$ cat src/rtl/window_apply.sv
// Window-function multiplier: fetches samples and coefficients from the address
// manager, forms the rounded and saturated product, and streams it out with a frame marker.
module window_apply #(
   parameter int unsigned ADDRWIDTH = 12,
   parameter int unsigned DATAWIDTH = 16,
   parameter int unsigned COEFWIDTH = 16
) (
   input  logic                 clock,
   input  logic                 reset_n,
   input  logic                 enable,
   input  logic                 empty,
   input  logic                 read,
   input  logic                 last_in,
   output logic                 dequeue,
   input  logic [DATAWIDTH-1:0] ram_rdata,
   input  logic [COEFWIDTH-1:0] coef_rdata,
   output logic [DATAWIDTH-1:0] out_data,
   output logic                 out_valid,
   input  logic                 out_ready,
   output logic                 out_last,
   output logic [15:0]          frame_count
);

   localparam int unsigned PW    = DATAWIDTH + COEFWIDTH + 1;
   localparam int unsigned DEPTH = 4;
   localparam logic signed [PW-1:0] RND_BIAS = PW'(1) << (COEFWIDTH - 1);
   localparam logic signed [PW-1:0] SAT_MAX  = (PW'(1) << (DATAWIDTH - 1)) - PW'(1);
   localparam logic signed [PW-1:0] SAT_MIN  = ~SAT_MAX;

   if (ADDRWIDTH < 1 || DATAWIDTH < 2 || COEFWIDTH < 1) begin : g_param_check
      $error("window_apply: invalid parameter set");
   end

   logic                        s0_valid_q, s0_last_q;
   logic                        s1_valid_q, s1_last_q;
   logic        [DATAWIDTH-1:0] s1_data_q;
   logic        [COEFWIDTH-1:0] s1_coef_q;
   logic                        s2_valid_q, s2_last_q;
   logic signed [PW-1:0]        s2_prod_q;

   logic signed [PW-1:0]        a_ext, b_ext, prod_d, sum_d, rnd_d;
   logic        [DATAWIDTH-1:0] result_d;

   logic        [DATAWIDTH-1:0] buf_data_q [DEPTH];
   logic                        buf_last_q [DEPTH];
   logic        [1:0]           rd_ptr_q, wr_ptr_q;
   logic        [2:0]           count_q, count_d;
   logic        [2:0]           inflight_q, inflight_d;
   logic        [15:0]          frame_count_q;
   logic                        push, pop;

   assign out_valid   = (count_q != 3'd0);
   assign pop         = out_valid && out_ready;
   assign push        = s2_valid_q;
   assign out_data    = out_valid ? buf_data_q[rd_ptr_q] : '0;
   assign out_last    = out_valid && buf_last_q[rd_ptr_q];
   assign frame_count = frame_count_q;

   // Credits cover the head entry too, so a sample holds a credit for five cycles
   // and the sustained fetch rate is four samples per five cycles.
   assign dequeue = reset_n && enable && !empty &&
                    (({1'b0, inflight_q} + {1'b0, count_q}) < 4'd4);

   always_comb begin
      a_ext      = {{(COEFWIDTH + 1){s1_data_q[DATAWIDTH-1]}}, s1_data_q};
      b_ext      = {{(DATAWIDTH + 1){1'b0}}, s1_coef_q};
      prod_d     = a_ext * b_ext;
      sum_d      = s2_prod_q + RND_BIAS;
      rnd_d      = sum_d >>> COEFWIDTH;
      if (rnd_d > SAT_MAX) begin
         result_d = SAT_MAX[DATAWIDTH-1:0];
      end else if (rnd_d < SAT_MIN) begin
         result_d = SAT_MIN[DATAWIDTH-1:0];
      end else begin
         result_d = rnd_d[DATAWIDTH-1:0];
      end
      inflight_d = inflight_q + {2'b00, read} - {2'b00, push};
      count_d    = count_q + {2'b00, push} - {2'b00, pop};
   end

   always_ff @(posedge clock) begin
      if (!reset_n) begin
         s0_valid_q    <= 1'b0;
         s0_last_q     <= 1'b0;
         s1_valid_q    <= 1'b0;
         s1_last_q     <= 1'b0;
         s1_data_q     <= '0;
         s1_coef_q     <= '0;
         s2_valid_q    <= 1'b0;
         s2_last_q     <= 1'b0;
         s2_prod_q     <= '0;
         rd_ptr_q      <= '0;
         wr_ptr_q      <= '0;
         count_q       <= '0;
         inflight_q    <= '0;
         frame_count_q <= '0;
      end else begin
         // RAM/ROM data lag read by one cycle, so the tag waits in s0 for it
         s0_valid_q    <= read;
         s0_last_q     <= read && last_in;
         s1_valid_q    <= s0_valid_q;
         s1_last_q     <= s0_last_q;
         s1_data_q     <= ram_rdata;
         s1_coef_q     <= coef_rdata;
         s2_valid_q    <= s1_valid_q;
         s2_last_q     <= s1_last_q;
         s2_prod_q     <= prod_d;
         count_q       <= count_d;
         inflight_q    <= inflight_d;
         if (push) begin
            wr_ptr_q <= wr_ptr_q + 2'd1;
         end
         if (pop) begin
            rd_ptr_q <= rd_ptr_q + 2'd1;
         end
         if (pop && out_last) begin
            frame_count_q <= frame_count_q + 16'd1;
         end
      end
   end

   always_ff @(posedge clock) begin
      if (push) begin
         buf_data_q[wr_ptr_q] <= result_d;
         buf_last_q[wr_ptr_q] <= s2_last_q;
      end
   end

endmodule

$ cat config.mk
export PLATFORM = sky130hd
export DESIGN_NAME = window_apply
export DESIGN_NICKNAME = d
export VERILOG_FILES = /design/src/rtl/window_apply.sv
export SDC_FILE = /design/constraint.sdc
export NUM_CORES = 1
export LEC_CHECK = 0
export ABC_AREA = 0
export CAP_MARGIN = 20
export CORE_ASPECT_RATIO = 0.6
export CORE_UTILIZATION = 60
export CTS_CLUSTER_DIAMETER = 150
export DETAILED_ROUTE_END_ITERATION = 6
export PLACE_DENSITY = 0.8
export SLEW_MARGIN = 20
export SYNTH_ARGS = -nofsm -noshare
export SYNTH_HDL_FRONTEND = slang
export SYNTH_SLANG_ARGS = --single-unit
$ cat constraint.sdc
create_clock -name clock -period 7.9 [get_ports clock]
set_input_delay 1.58 -clock clock [delete_from_list [all_inputs] [get_ports clock]]
set_output_delay 1.58 -clock clock [all_outputs]
set_load 0.05 [all_outputs]
Word level (Yosys, flattened, before mapping). Memories as Yosys holds them, arrays and structs flattened. A register that Yosys moved wholly into a read port is not among the register bits. Index checks and enable logic that the tools add are counted. Widths: inputs -> output; s select.

Flip-flop bits (word level): 97. Latch bits: 0. Bits in writable memories: 68. ROM bits: 0. Output and inout bits: 35. Logic and storage cells: 47. Memories: 2.

Memory list: buf_data_q (words 4, bits a word 16, rd ports 1, clocked after Yosys merged registers in 1, wr ports 1, RTL line 44) `logic [DATAWIDTH-1:0] buf_data_q [DEPTH];`; buf_last_q (words 4, bits a word 1, rd ports 1, clocked after Yosys merged registers in 1, wr ports 1, RTL line 45) `logic buf_last_q [DEPTH];`.

$add $sub $neg: 9. Multipliers: 1. Divide/modulo/power cells: 0. $lt $le $gt $ge: 3. Equal/unequal tests: 0. Shift-type cells: 0. Muxes and demuxes: 9. Bitwise gates (word level): 0. Reductions and logical operators: 9.

Operators with widths (number): $mux 16 (3); $add 33x17->33 const B (1); $mul 16x17->33 (1); $gt 17x16->1 const B (1); $lt 17x16->1 const B (1); $add 16x1->16 const B (1); $mux 2 (4); $logic_and 1x1->1 (7); $add 3x1->3 (2); $sub 3x1->3 (2); $add 2x1->2 const B (2); $add 3x3->4 (1); $lt 4x3->1 const B (1); $reduce_bool 3->1 (1); $mux 1 (2); $logic_not 1->1 (1).

Longest topological paths before layout.
Depth in word-level cells: 4. Gate-level depth with buffers: 21.

Least setup slack after synthesis. OpenSTA, ideal clock, no wires.

Kind: reg-to-reg. From: register s1_data_q[15]. To: register s2_prod_q[32]. Setup time: 73 ps. Arrival: 5708 ps. Slack: 2119 ps. Cell stages (with the launch flop): 20. Period minus slack after synthesis: 5781 ps. Cells stage by stage: dfxtp_1 > inv_1 > clkbuf_1 > nor2_1 > fa_1 > fa_1 > fa_1 > fa_1 > fa_1 > inv_1 > fa_1 > inv_1 > ha_1 > buf_2 > a211oi_1 > nor2_1 > a211oi_2 > o211ai_2 > or4_1 > o211ai_2.

Longest elaborated chain between the ends: 1.

Ends and longest elaborated chain: start, declared (RTL line 36) `logic [DATAWIDTH-1:0] s1_data_q;`; start signal, assigned (RTL line 103) `s1_data_q <= ram_rdata;`; $mul 16x17->33 (RTL line 67) `prod_d = a_ext * b_ext;`; end signal, assigned (RTL line 107) `s2_prod_q <= prod_d;`; end, declared (RTL line 39) `logic signed [PW-1:0] s2_prod_q;`.

No other way between the ends. A chain may end at the register's enable or synchronous reset.

Final worst setup path.
From: register s1_coef_q[7]. To: register s2_prod_q[22].

Longest elaborated chain between the ends: 1.

Ends and longest elaborated chain: start, declared (RTL line 37) `logic [COEFWIDTH-1:0] s1_coef_q;`; start signal, assigned (RTL line 104) `s1_coef_q <= coef_rdata;`; $mul 16x17->33 (RTL line 67).

No other way between the ends.

==> summary.md <==
* completed — result of the run
* 70 ps — post-CTS clock slew at the launch and capture registers of the worst setup and hold paths
* 0 — # DRC
* 0.0420 — fraction of layout instances using a drive strength above 1
* sky130_fd_sc_hd__inv_1, sky130_fd_sc_hd__fa_1, sky130_fd_sc_hd__nand2_1 — most frequent cells in the layout
* 6750 ps — final period demand of the worst path
* 0 — max-cap violation count
* 17 — cts bufs inserted
* 73 — # port buffers
* s1_coef_q[7] — Setup crit start
* 0.0250 mm^2 — Die Footprint
* 0.957 — global placer's final weighted congestion
* 15.0 mm — DR WL met2
* 0 ps — summed negative setup slack over all endpoints
* 209 mW/mm^2 — cell area power density
* 1320 ps — worst setup slack after placement
* 152 — clock sinks
* 0 — GRT overflow
* 61 — number of unique standard cell types used by synthesis
* 0 — number of diodes added for antenna fixing
* 0.360 — Worst slew margin
* 1150 ps — final worst setup slack
* 0.288 — overall track demand over capacity in global routing
* 55.0 mm — global-route wire length before repair
* 1.98 mW — internal power of the cells
* s0_valid_q — start point of the worst hold path
* 1,874 — total number of nets in the final design
* 0.0161 mm^2 — post-route cell area
* met4 — Highest Signal Layer
* 2.81 mm — routed wl met3
* sky130_fd_sc_hd__dfxtp_1 — critical path's slowest cell
* 0 — post-CTS setup buffer count
* sky130_fd_sc_hd__clkbuf_16 — root buf cell
* 0.0155 mm^2 — dpl cell area
* 5.67 — post-detailed-route via-to-cell ratio
* adder cells — cell family contributing the most delay on the critical path
* 4 — level count of the clock H-tree
* done — TritonCTS clock tree
* 68 — EDFF count, synth
* flip-flop — startpoint type of the worst setup path
* 430 ps — worst skew pair latency
* 1,805 — number of placed cells counting well taps
* 5 — number of search-and-repair iterations in the first detailed-routing pass
* 1,837 — Post-Layout Cell Count
* 152 — flop and latch count out of synthesis
* 0 — antenna violations before repair
* 0 — number of pins exceeding their max-slew limit in the final report
* 0 — Hold-fix buffers, CTS
* 0.855 — ratio of final minimum period to clock period
* 0 — Resized Gates After CTS
* 0.0146 mm^2 — area of the mapped netlist
* 24.9 mm — Detailed Place HPWL
* 148 MHz — Max Clock Freq
* 203 um — die width
* 0.0235 mm^2 — area inside the core boundary
* 0 — share of flip-flops with an asynchronous set or reset after synthesis
* flip-flop — Setup crit end kind
* 10,400 — detailed-route via count
* 0.409 — switching power share of the total
* 74 — top-level port count
* reg -> reg — kind of critical path
* 0.622 — starting density of the core
* 10,900 — vias in the first global route
* 16 — crit-path max FO
* 0.302 — sequential power share
* 2 — maximum number of buffers from clock root to sink
* 0.686 — final core utilization
* 830 — DRC violation total after the first TritonRoute iteration
* and2_1, fa_1, inv_1, fa_1, fa_1, inv_1, fa_1, fa_1, inv_1, fa_1, inv_1, ha_1, a21o_1, a311o_2, a311oi_1, o21a_1, o21ai_0, o2111a_1 — crit path cell chain
* 441 ps — worst hold margin
* sky130_fd_sc_hd__inv_1 — most frequent standard cell in the layout excluding fill and tap cells
* 8210 ps — required time worst endpoint
* 7070 ps — data arrival time of the worst path
* 0 — number of nets with antenna violations after routing
* 959 ps — slew at the pin closest to its max-slew limit
* 0.190 mV — Peak supply drop
* false — RSZ-0062 raised after global routing
* sky130_fd_sc_hd__dfxtp_1 — top_reg_cell synth
* 4 — combined buffer and inverter count along the critical path
* 1.38 mW — power spent charging and discharging nets
* 11.3 ps — maximum clock skew at final layout
* 1,469 — Post-Synthesis Cells
* s1_coef_q[7] — Reg2Reg Launch Point
* 57 — pin count of the biggest net entering global routing
* 3.36 mW — power after layout
* 33.2 mm — Final Routed Wirelength
* 840 ps — delay of the slowest cell on the worst path
* 0 — warnings from Yosys
* 0.454 — Logic pwr share
* 14.8 mm — M1 wire length
* sky130_fd_sc_hd__fa_1 — most used cell, CP
* 43 — standard-cell row count
* 123 um — Vert. Die Dim
* 1,834 — syn nets
* 0.255 — part of the Yosys area used for sequential elements
* 0.244 — Clock power frac
* 0 — number of failing setup endpoints in the final timing report
* 10.4% — area growth from synthesis to final layout
* 7.33 nW — leakage power
* reg -> reg — min-delay worst type
* 9.93 um^2 — per-instance average area after synthesis
* 18.1 um — DR WL/cell
* 0 — final hold vios
==> power groups by stage <==
stage | Sequential [mW] | Combinational (mW) | Clock [mW]
floorplan | 0.976 | 1.15 | 0
global placement | 1.02 | 1.46 | 0
detailed placement | 1.02 | 1.50 | 0
CTS | 1.01 | 1.52 | 0.830
global route | 1.02 | 1.69 | 0.858
finish | 1.01 | 1.53 | 0.820
==> routing by layer <==
layer  track usage  vias up
li1              -     4761
met1         0.399     5154
met2         0.458      443
met3        0.0648       57
met4        0.0794        0
met5             0        -
==> Yosys cell counts (all sizes together), types with 2 or more instances <==
cell type    n  area share
inv        246       0.063
fa         195        0.27
nand2      165       0.042
and2       160       0.069
ha         131        0.11
dfxtp       84        0.12
edfxtp      68        0.14
nor2        65       0.017
clkbuf      46       0.012
a21oi       41       0.014
o21ai       26      0.0089
xnor2       25       0.015
nand3       21      0.0072
xor2        19       0.011
mux4        17       0.026
nor2b       17      0.0073
nand4       16      0.0073
nor3        14      0.0048
a21o        12      0.0063
and3        12      0.0051
buf         10      0.0038
nand2b       8      0.0034
a211oi       7      0.0039
o211ai       6      0.0038
o21a         6      0.0031
o31ai        6      0.0034
a31oi        5      0.0026
nor4         5      0.0026
o21bai       5      0.0026
or3          5      0.0021
mux2i        4      0.0027
o2111ai      3      0.0018
and4         2      0.0012
or2          2     0.00086
or4          2      0.0010
==> cell type report <==
class | count | area, um^2
multi-input combinational | 1015 | 9710
fill | 1804 | 7360
sequential | 152 | 3720
inverter | 246 | 923
timing repair buffer | 77 | 756
clock buffer | 24 | 504
tap | 315 | 394
clock inverter | 8 | 85.1
==> worst register-to-register path: cells and delay by family (launching register included) <==
| family | cells | cell delay [ps] |
|---|---|---|
| buffers and inverters | 4 | 240 |
| adder cells (fa/ha/maj) | 7 | 3240 |
| AO/OA/AOI/OAI | 6 | 2030 |
| flip-flops | 1 | 840 |
| AND/OR/NAND/NOR | 1 | 280 |
==> sequential cells by signal, indices dropped and copies added (netlist names), named ones only <==
register	count
s2_prod_q	18
s0_valid_q	1
rd_ptr_q	2
s1_coef_q	16
s1_data_q	16
frame_count	16
count_q	3
push	1
wr_ptr_q	2
s1_valid_q	1
buf_last_q	4
s0_last_q	1
s2_last_q	1
inflight_q	3
buf_data_q	64
s1_last_q	1
==> cells by family (layout without fill, tap and decap cells) <==
group / Yosys count / in the layout / share of synthesized area
DFF: 152 / 152 / 0.255
AOI/OAI and AO/OA: 127 / 127 / 0.0573
muxes: 21 / 21 / 0.0290
adders and majority gates: 326 / 326 / 0.380
buffers and inverters: 302 / 355 / 0.0791
xor gates and xnor gates: 44 / 44 / 0.0264
and+or+nand+nor: 497 / 497 / 0.173
==> path summary, 6_finish.rpt <==
check / to / slack, ps / depth (start not counted)
max: s2_prod_q[22] / 1150 / 18
min: s1_valid_q / 440 / 1
max reg2reg: s2_prod_q[22] / 1150 / 18
min reg2reg: s1_valid_q / 440 / 1
Power figures use the tool's default switching activity.
